[src/rtl/fifo_write_arbiter.sv]
// Round-robin arbiter sharing the single write port of an async FIFO among
// NUM_REQ write-domain producers, granting bursts of up to MAX_BURST words.
module fifo_write_arbiter #(
  parameter int NUM_REQ    = 4,
  parameter int DATA_WIDTH = 8,
  parameter int MAX_BURST  = 4,
  parameter int ID_W       = $clog2(NUM_REQ)
) (
  input  logic                          wclk,
  input  logic                          wrst_n,
  input  logic [NUM_REQ-1:0]            req_valid,
  input  logic [NUM_REQ*DATA_WIDTH-1:0] req_data,
  output logic [NUM_REQ-1:0]            req_ready,
  input  logic                          fifo_full,
  output logic                          fifo_wen,
  output logic [DATA_WIDTH-1:0]         fifo_wdata,
  output logic                          grant_valid,
  output logic [ID_W-1:0]               grant_id
);

  localparam int CNT_W = $clog2(MAX_BURST + 1);

  typedef enum logic {
    IDLE  = 1'b0,
    GRANT = 1'b1
  } state_t;

  state_t           state;
  logic [ID_W-1:0]  gnt;
  logic [ID_W-1:0]  rr_ptr;
  logic [CNT_W-1:0] beat_cnt;

  logic [ID_W-1:0]  gnt_next;
  logic [ID_W-1:0]  search_start;
  logic [ID_W-1:0]  search_win;
  logic             search_hit;
  logic             xfer;
  logic             last_beat;
  logic             release_gnt;

  // Handshake: producer i's word moves in any cycle where req_valid[i] and
  // req_ready[i] are both high; a raised valid must hold with stable data
  // until that cycle. Only the granted producer can ever see ready.

  function automatic logic [ID_W-1:0] wrap_idx(input logic [ID_W-1:0] base,
                                                input int off);
    int sum;
    sum = int'(base) + off;
    if (sum >= NUM_REQ) sum = sum - NUM_REQ;
    return ID_W'(sum);
  endfunction

  assign gnt_next     = (gnt == ID_W'(NUM_REQ - 1)) ? '0 : gnt + ID_W'(1);
  assign search_start = (state == GRANT) ? gnt_next : rr_ptr;

  // Descending scan so the nearest set bit at or after search_start wins.
  always_comb begin
    search_hit = 1'b0;
    search_win = '0;
    for (int k = NUM_REQ - 1; k >= 0; k--) begin
      if (req_valid[wrap_idx(search_start, k)]) begin
        search_hit = 1'b1;
        search_win = wrap_idx(search_start, k);
      end
    end
  end

  assign xfer        = (state == GRANT) & req_valid[gnt] & ~fifo_full;
  assign last_beat   = (beat_cnt == CNT_W'(MAX_BURST - 1));
  assign release_gnt = (state == GRANT) & ((xfer & last_beat) | ~req_valid[gnt]);

  // The full flag reaches the write strobe combinationally so a full FIFO
  // is never offered a word.
  always_comb begin
    req_ready      = '0;
    req_ready[gnt] = xfer;
    fifo_wen       = xfer;
    fifo_wdata     = xfer ? req_data[int'(gnt) * DATA_WIDTH +: DATA_WIDTH] : '0;
  end

  assign grant_valid = (state == GRANT);
  assign grant_id    = gnt;

  always_ff @(posedge wclk or negedge wrst_n) begin
    if (!wrst_n) begin
      state    <= IDLE;
      gnt      <= '0;
      rr_ptr   <= '0;
      beat_cnt <= '0;
    end else begin
      case (state)
        IDLE: begin
          if (search_hit) begin
            gnt      <= search_win;
            beat_cnt <= '0;
            state    <= GRANT;
          end
        end
        GRANT: begin
          if (release_gnt) begin
            rr_ptr <= gnt_next;
            if (search_hit) begin
              gnt      <= search_win;
              beat_cnt <= '0;
            end else begin
              state <= IDLE;
            end
          end else if (xfer) begin
            beat_cnt <= beat_cnt + CNT_W'(1);
          end
        end
        default: state <= IDLE;
      endcase
    end
  end

endmodule

[config.mk]
export PLATFORM = sky130hd
export DESIGN_NAME = fifo_write_arbiter
export DESIGN_NICKNAME = d
export VERILOG_FILES = /design/src/rtl/fifo_write_arbiter.sv
export SDC_FILE = /design/constraint.sdc
export NUM_CORES = 1
export LEC_CHECK = 0
export ABC_CLOCK_PERIOD_IN_PS = 1850
export BUFFER_PORTS_ARGS = -buffer_cell sky130_fd_sc_hd__buf_2
export CORE_MARGIN = 2
export CORE_UTILIZATION = 37
export DETAILED_ROUTE_END_ITERATION = 12
export PLACE_DENSITY = 0.75
export REMOVE_ABC_BUFFERS = 1
export SYNTH_ARGS = -nofsm -noshare
export SYNTH_HDL_FRONTEND = slang
export SYNTH_SLANG_ARGS = --single-unit
[constraint.sdc]
create_clock -name wclk -period 1.85 [get_ports wclk]
set_input_delay 0 -clock wclk [delete_from_list [all_inputs] [get_ports wclk]]
set_output_delay 0 -clock wclk [all_outputs]
set_load 0.02 [all_outputs]
; Yosys cells after proc, flatten, opt, wreduce, memory -nomap -nowiden
; Index checks and enable logic that the tools add are counted.
[word_totals]
in_bits = 39
wordCells = 76
register_bits = 8
out_inout_bits = 16
[classes]
addsub = 9
n_reduce_logical = 2
n_eq_ne = 4
bitwise = 9
order_cmp = 10
n_mux = 37
shift = 1
[op_table]
columns = cell, count
row1 = $shiftx A32 B6 Y8, 1
row2 = $mux W2, 12
row3 = $lt A2 B3 Y1 const B, 5
row4 = $mux W1, 12
row5 = $bmux W1 S2, 5
row6 = $ge A3 B3 Y1 const B, 3
row7 = $mux W3, 3
row8 = $mux W8, 1
row9 = $sub A2 B1 Y2 const B, 4
row10 = $add A2 B2 Y3 const B, 2
row11 = $pmux W3 S2, 1
row12 = $and A1 B1 Y1, 4
row13 = $and A4 B4 Y4, 1
row14 = $pmux W2 S2, 1
row15 = $add A2 B1 Y3 const B, 1
row16 = $add A3 B1 Y3 const B, 1
row17 = $eq A3 B2 Y1 const B, 1
row18 = $ge A2 B3 Y1 const B, 1
row19 = $ne A3 B1 Y1 const B, 1
row20 = $not A1 Y1, 3
row21 = $add A2 B1 Y2 const B, 1
row22 = $demux W1 S2, 1
row23 = $eq A2 B2 Y1 const B, 1
row24 = $ge A2 B1 Y1 const B, 1
row25 = 5 further kinds, 5

; Logic depth before layout (Yosys ltp)
; Gate-level depths: netlist (run 1).
[logic_depth]
ltp_word = 15
depth_mapped = 7
depth_no_buf = 6

; Worst setup path before layout (run 1)
; OpenSTA, ideal clock, no wires.
[synth_timing]
path_kind = reg2reg
start = register gnt[0] (netlist: grant_id[0])
end = register gnt[0] (netlist: grant_id[0])
stages_incl_launch_ff = 7
setup_ns = 0.104
synth_period_minus_slack_ns = 2.145
arrival_time_ns = 2.041
setup_slack_ns = -0.295
path_cell_list = dfrtp_1 > buf_2 > inv_1 > ha_1 > mux2_2 > o211a_1 > o41ai_2
[synth_between]
elab_chain_len = 15
elab_cells_between_ends = 47
cone_classes = add/sub: 8 / order compare: 4 / eq/ne: 2 / mux: 27 / bitwise: 6
[synth_lines]
columns = item, line
row1 = "start, declared", 29  ; logic [ID_W-1:0] gnt;
row2 = "start signal, assigned", 94  ; gnt <= search_win;
row3 = "start signal, assigned", 103  ; gnt <= search_win;
row4 = $add A2 B1 Y2 or $eq A2 B2 Y1 (tied branches), 53  ; assign gnt_next = (gnt == ID_W'(NUM_REQ - 1)) ? '0 : gnt + ID_W'(1);
row5 = $mux W2 (*), 53
row6 = named net gnt_next[1], 33  ; logic [ID_W-1:0] gnt_next;
row7 = $mux W2 (*), 54  ; assign search_start = (state == GRANT) ? gnt_next : rr_ptr;
row8 = $add A2 B2 Y3, 48  ; sum = int'(base) + off;
row9 = $ge A3 B3 Y1 or $sub A2 B1 Y2 (tied branches), 49  ; if (sum >= NUM_REQ) sum = sum - NUM_REQ;
row10 = $mux W2, 49
row11 = $bmux W1 S2, 61  ; if (req_valid[wrap_idx(search_start, k)]) begin
row12 = $mux W1 (not written as such), 61
row13 = $mux W2 or $mux W1 (tied branches) (4 in series), 61
row14 = $mux W2 (*), "93, 102"
row15 = $mux W2, 100  ; if (release_gnt) begin
row16 = $pmux W2 S2 (*), 91  ; case (state)
; Mark *: on every way through the listed nets, which the timed path passes. The rest lies on a longest branch. The select of a mux whose other input is x is not followed.
; A chain may end at the register's enable or synchronous reset.

; Worst setup path after layout (run 1)
[layout_timing]
start = register gnt[1] (netlist: grant_id[1])
end = output port req_ready[1]
[layout_between]
elab_chain_len = 5
elab_cells_between_ends = 10
cone_classes = order compare: 2 / mux: 4 / bitwise: 3 / reduce/logical: 1
[layout_lines]
columns = item, line
row1 = $lt A2 B3 Y1 (not written as such) (tied with other cells), 76  ; req_ready[gnt] = xfer;
row2 = $logic_and A1 B1 Y1 (not written as such) or $mux W1 (tied branches), "76, 68"
row3 = $mux W1 (not written as such) or $and A1 B1 Y1 (tied branches), "76, 68"
row4 = $demux W1 S2 or $and A1 B1 Y1 (tied branches), "76, 68"
row5 = $and A4 B4 Y4 (no line) (*), n/a
row6 = "end, declared", 13  ; output logic [NUM_REQ-1:0] req_ready,
; Every way passes the cells marked *; elsewhere a longest branch is shown, timed or not. The select of a mux whose other input is x is not followed.

==> results.json, run 1 <==
{
  "status": "finished clean",
  "dpl.hpwl_mm": 1.81,
  "cap_viol_max_count": 0,
  "p_int_uw": 844,
  "finalSetupTns_ns": 0,
  "synth-seq-area-share": 0.238,
  "ys_types": 26,
  "chipWidth_um": 51.7,
  "power_frac_comb": 0.716,
  "clock-skew-final_ns": 0.000324,
  "grt_usage": 0.163,
  "core_area_mm2": 0.00219,
  "syn-cell-area_um2": 842,
  "synth_top_cells_by_count": "and2_1 (12), mux4_2 (9), nand2_1 (9)",
  "fin_cells": 167,
  "yosys.area.top_type": "mux4_2",
  "cts_sinks": 8,
  "finalHoldViolCount": 0,
  "reg2reg_from": "grant_id[1]",
  "power_switching_uw": 649,
  "hold_path_startpoint": "fifo_full",
  "drive_gt1_frac": 0.554,
  "wl_per_cell_um": 13.0,
  "synth.most_common_cell": "and2_1",
  "clkLatencyLatePin_ns": 0.24,
  "async_flop_share": 1.00,
  "relSlewSlack": 0.682,
  "placedCellCount": 163,
  "cts_buffer_depth": 2,
  "pin_count": 55,
  "fin_crit_sh": 0.951,
  "design_area_mm2": 0.00120,
  "routed_wirelength_mm": 2.17,
  "use_met1": 0.183,
  "startpoint": "grant_id[1]",
  "postCtsSetupRepairBufs": 0,
  "synthFlopType": "dfrtp_1",
  "worst_slew_pin_slew_ns": 0.473,
  "final_core_util": 0.549,
  "cp.required_ns": 1.85,
  "num_rows": 17,
  "synth_top_area_share": 0.241,
  "postRouteAntennaNets": 0,
  "die_y_um": 51.7,
  "firstDrtPassIters": 2,
  "viasPerCell": 5.23,
  "grt_max_degree": 14,
  "use_met2": 0.297,
  "dpl_cell_area_mm2": 0.00116,
  "post_synth.cell_area_avg_um2": 10.4,
  "powerDensity_mw_per_mm2": 1240,
  "netSwitchingFraction": 0.435,
  "die_area_mm2": 0.00267,
  "fin_nets": 186,
  "grt.overflow.total": 0,
  "hold_path.class": "primary input to register",
  "ys_ff_latch": 8,
  "yosysWarnings": 0,
  "end_kind": "output port",
  "grt_pass1_vias": 810,
  "worst-path-max-fanout": 13,
  "routabilityCongestion": 0.767,
  "leakage_uw": 0.000636,
  "grt_antenna_before_repair": 0,
  "root_buffer": "clkbuf_4",
  "synth_enable_flop_cells": 0,
  "maxSlewViolCount": 0,
  "rsz0062_at_grt": "no",
  "io_buffers": 54,
  "setup-violations-final": 0,
  "tritoncts": "yes",
  "sequentialPowerShare": 0.198,
  "peakVddDrop_mv": 0.773,
  "syn2layout_area_growth_pct": 42.9,
  "path_clk_slew_ns": 0.05,
  "fmax_mhz": 568,
  "use_met3": 0.0546,
  "worstSetupStartpointType": "register",
  "period_needed_ns": 1.76,
  "h-tree-depth": 1,
  "cts_buffers": 3,
  "criticalPathCategory": "register to output port",
  "ys_top_cells_by_area": "mux4_2 (24%), dfrtp_1 (24%), and2_1 (8.9%)",
  "vias": 873,
  "arrival_ns": 1.76,
  "antennaDiodeCount": 0,
  "drc": 0,
  "drt_iter0_drc": 7,
  "syn_inst": 81,
  "pwr-share-clk": 0.086,
  "grt_pass1_wl_mm": 3.33,
  "initial_core_util": 0.384,
  "worst-r2r-setup-slack_ns": 0.10,
  "busiest_layer": "met2"
}
cell usage in the layout (no fill, tap or decap):
master	count
and3_1	3
a31o_1	1
mux2_2	3
dfrtp_1	8
nor2_4	1
inv_1	4
o22ai_1	1
o211a_1	1
dlygate4sd3_1	1
a21oi_1	2
o41ai_2	2
nand2b_1	2
clkbuf_4	3
mux4_2	9
o21ai_0	3
mux2i_1	1
buf_2	54
ha_1	6
nor2_1	2
o41ai_1	1
nor4b_1	1
buf_4	4
a22oi_1	1
nand2_1	8
o221ai_1	1
nand2_2	1
a21o_1	1
nor4_1	1
and2_1	12
a21boi_1	1
registers in the layout, indices dropped and copies added, names as in the netlist:
register / cells
beat_cnt: 3
grant_id: 2
rr_ptr: 2
grant_valid: 1
power by group through the flow:
stage,logic (µW),clock network [µW],registers [µW]
5_1_grt,1180,144,307
3_5_place_dp,1070,0,298
4_1_cts,1080,136,295
2_1_floorplan,669,0,387
6_report,1070,128,296
3_3_place_gp,1040,0,294
logic make-up (layout without fill, tap and decap cells):
kind of cell               count (synthesis)  after routing  synth area share
AOI/OAI and AO/OA                         15             15             0.146
DFF                                        8              8             0.238
adders and majority gates                  6              6            0.0892
buffers and inverters                      8             66            0.0371
and+or+nand+nor                           31             31             0.198
muxes                                     13             13             0.293
worst max-delay path, cell delays in order, from the launching register on:
cell and delay [ns]:
dfrtp_1 0.40, mux4_2 0.57, nand2_2 0.15, nor2_4 0.08, and2_1 0.15, buf_2 0.15
worst paths after layout:
| kind | end | cells past startpoint |
|---|---|---|
| min | beat_cnt[0] | 2 |
| max reg2reg | grant_id[1] | 3 |
| min reg2reg | beat_cnt[0] | 1 |
| max in group asynchronous | rr_ptr[1] | 2 |
| max | req_ready[1] | 5 |
| min in group asynchronous | beat_cnt[2] | 2 |
per-layer routing:
metal	vias up	routed length (µm)
li1	422	-
met1	407	923
met2	44	1020
met3	0	227
met4	0	0
met5	-	0
per-stage QoR:
step           setup WS (ns)  power, µW  hold WS [ns]
2_1_floorplan         -0.314       1060        -0.296
3_3_place_gp           0.110       1330        -0.152
3_5_place_dp          0.0624       1360        -0.149
4_1_cts               0.0206       1510        0.0605
5_1_grt             0.000326       1640        0.0750
6_report              0.0908       1490        0.0697
final cells by class:
class,instances,area (µm²)
clock buffer,3,22.5
fill,192,987
inverter,4,15.0
multi-input combinational,65,621
sequential,8,200
tap,28,35.0
timing repair buffer,59,310
timing repair:
action / in CTS / in global routing
hold buffers: 1 / 0
pin swaps: 0 / 1
endpoints found under the setup margin: 13 / 13
gates resized for setup: 2 / 1
endpoints found under the hold margin: 8 / 0
Note: power is estimated with default switching activity, not from simulation.
==> run 2, diff against run 1 <==
REMOVE_ABC_BUFFERS = not set   (was 1)
==> run 2 against run 1 <==
Cell count down 0.60%. Sequential cell count is the same. Non-clock buffer count down 1. First-iteration DRC count is 57% lower. Sequential power is 3% higher. Hold slack got worse by 0.0069 ns.
==> results.json, run 2 (same netlist as run 1, synthesis figures left out) <==
{
  "drt_iter0_drc": 3,
  "pre_cts_ws_ns": 0.0867,
  "dpl_cell_area_mm2": 0.00117,
  "pin_count": 55,
  "die_area_mm2": 0.00267,
  "maxSlewViolCount": 0,
  "grt_pass1_vias": 813,
  "final_cell_mix": "buf_2 (54), and2_1 (12), mux4_2 (9)",
  "worst_slew_pin_slew_ns": 0.520,
  "slowest_delay_ns": 0.56,
  "grt.overflow.total": 0,
  "fin_crit_sh": 0.946,
  "viasPerCell": 5.16,
  "setup-violations-final": 0,
  "critPathSlowestCell": "mux4_2",
  "die_y_um": 51.7,
  "powerDensity_mw_per_mm2": 1240,
  "root_buffer": "clkbuf_4",
  "leakage_uw": 0.000635,
  "finalHoldViolCount": 0,
  "nFillCells": 195,
  "initial_core_util": 0.384,
  "cts_buffers": 3,
  "hold_depth": 2,
  "relSlewSlack": 0.650,
  "grt_pass1_wl_mm": 3.39,
  "syn_nets": 126,
  "design_area_mm2": 0.00121,
  "path_clk_slew_ns": 0.05,
  "peakVddDrop_mv": 0.768,
  "dpl.hpwl_mm": 1.84,
  "clock-skew-final_ns": 0.00386,
  "status": "finished clean",
  "cp.depth": 3,
  "largest_reg_flops": 3,
  "fin_nets": 185,
  "end_kind": "register",
  "io_buffers": 54,
  "worst-path-max-fanout": 5,
  "crit_buf_inv": 0,
  "layout_commonest_cell": "buf_2",
  "grt_usage": 0.165,
  "grt_antenna_before_repair": 0,
  "finalSetupTns_ns": 0,
  "wl_per_cell_um": 12.7,
  "core_area_mm2": 0.00219,
  "num_rows": 17,
  "postRouteAntennaNets": 0,
  "power_uw": 1510,
  "drc": 0,
  "vias": 857,
  "chipWidth_um": 51.7,
  "rsz0062_at_grt": "no",
  "crit_chain": "mux4_2 > a31o_1 > o41ai_2",
  "cts_buffer_depth": 2,
  "syn2layout_area_growth_pct": 44.3,
  "routed_wirelength_mm": 2.11,
  "clkLatencyLatePin_ns": 0.24,
  "h-tree-depth": 1,
  "hold_path.class": "primary input to register",
  "setup_ws_ns": 0.100,
  "arrival_ns": 1.87,
  "tritoncts": "yes",
  "cp.required_ns": 1.97,
  "criticalPathCategory": "register to register",
  "grt_max_degree": 14,
  "worstSetupStartpointType": "register",
  "r2r_cells": 3,
  "period_needed_ns": 1.75,
  "fmax_mhz": 571,
  "drive_gt1_frac": 0.572,
  "cap_viol_max_count": 0,
  "crit_family": "compound AO/OA/AOI/OAI gates",
  "firstDrtPassIters": 4,
  "routabilityCongestion": 0.730,
  "cts_sinks": 8,
  "antennaDiodeCount": 0,
  "top_register": "beat_cnt"
}
==> run 2: cell count changes in the layout (fill, tap and decap cells not counted), sizes merged <==
cell and delta:
buf -1
==> run 2: through the flow <==
step / hold WS [ns] / util / std cells
finish: 0.0628 / 0.555 / 166
global route: 0.0609 / 0.555 / 166
CTS: 0.0548 / 0.553 / 166
detailed placement: -0.147 / 0.535 / 162
global placement: -0.153 / 0.535 / 162
floorplan: -0.296 / - / 81
==> run 2: final timing paths <==
path / from / to / slack, ns
worst max-delay path: grant_id[1] / grant_id[0] / 0.10
worst min-delay path: fifo_full / beat_cnt[0] / 0.06
worst max register to register: grant_id[1] / grant_id[0] / 0.10
worst min register to register: beat_cnt[0] / beat_cnt[0] / 0.49
max in group asynchronous: wrst_n / grant_id[0] / 1.54
min in group asynchronous: wrst_n / beat_cnt[2] / 0.13
==> run 2: worst reg2reg max path: cells and delay by family, from the launching register on <==
kind / cells / cell delay, ns
flip-flops: 1 / 0.40
multiplexers: 1 / 0.56
AO/OA/AOI/OAI: 2 / 0.67
==> run 2: power by group <==
part           total [µW]  leakage (µW)  internal, µW  switching, µW
registers             305     0.0000952           249           55.8
clock network         123     0.0000138          73.6           49.8
logic                1080      0.000526           540            544
==> run 2: repair_timing <==
item | 4_1_cts | 5_1_grt
endpoints found under the hold margin | 8 | 0
endpoints found under the setup margin | 13 | 12
hold buffers | 1 | 0
resized for setup | 2 | 1
buffers inserted | 0 | 0
==> run 2: metal layers <==
| layer | wire (µm) | share of wire | track usage | vias up |
|---|---|---|---|---|
| met3 | 233 | 0.11 | 0.0517 | 2 |
| met5 | 0 | 0 | 0 | - |
| met1 | 842 | 0.40 | 0.178 | 392 |
| met2 | 1020 | 0.49 | 0.312 | 42 |
| li1 | - | - | - | 421 |
| met4 | 8 | 0.0038 | 0.0395 | 0 |
==> run 2: area by class of cell <==
| cell class | instances | area, µm² | area share |
|---|---|---|---|
| Inverter | 4 | 15.0 | 0.0124 |
| Multi-Input combinational cell | 65 | 637 | 0.524 |
| Tap cell | 28 | 35.0 | 0.0288 |
| Sequential cell | 8 | 203 | 0.167 |
| Clock buffer | 3 | 22.5 | 0.0185 |
| Timing Repair Buffer | 58 | 303 | 0.249 |
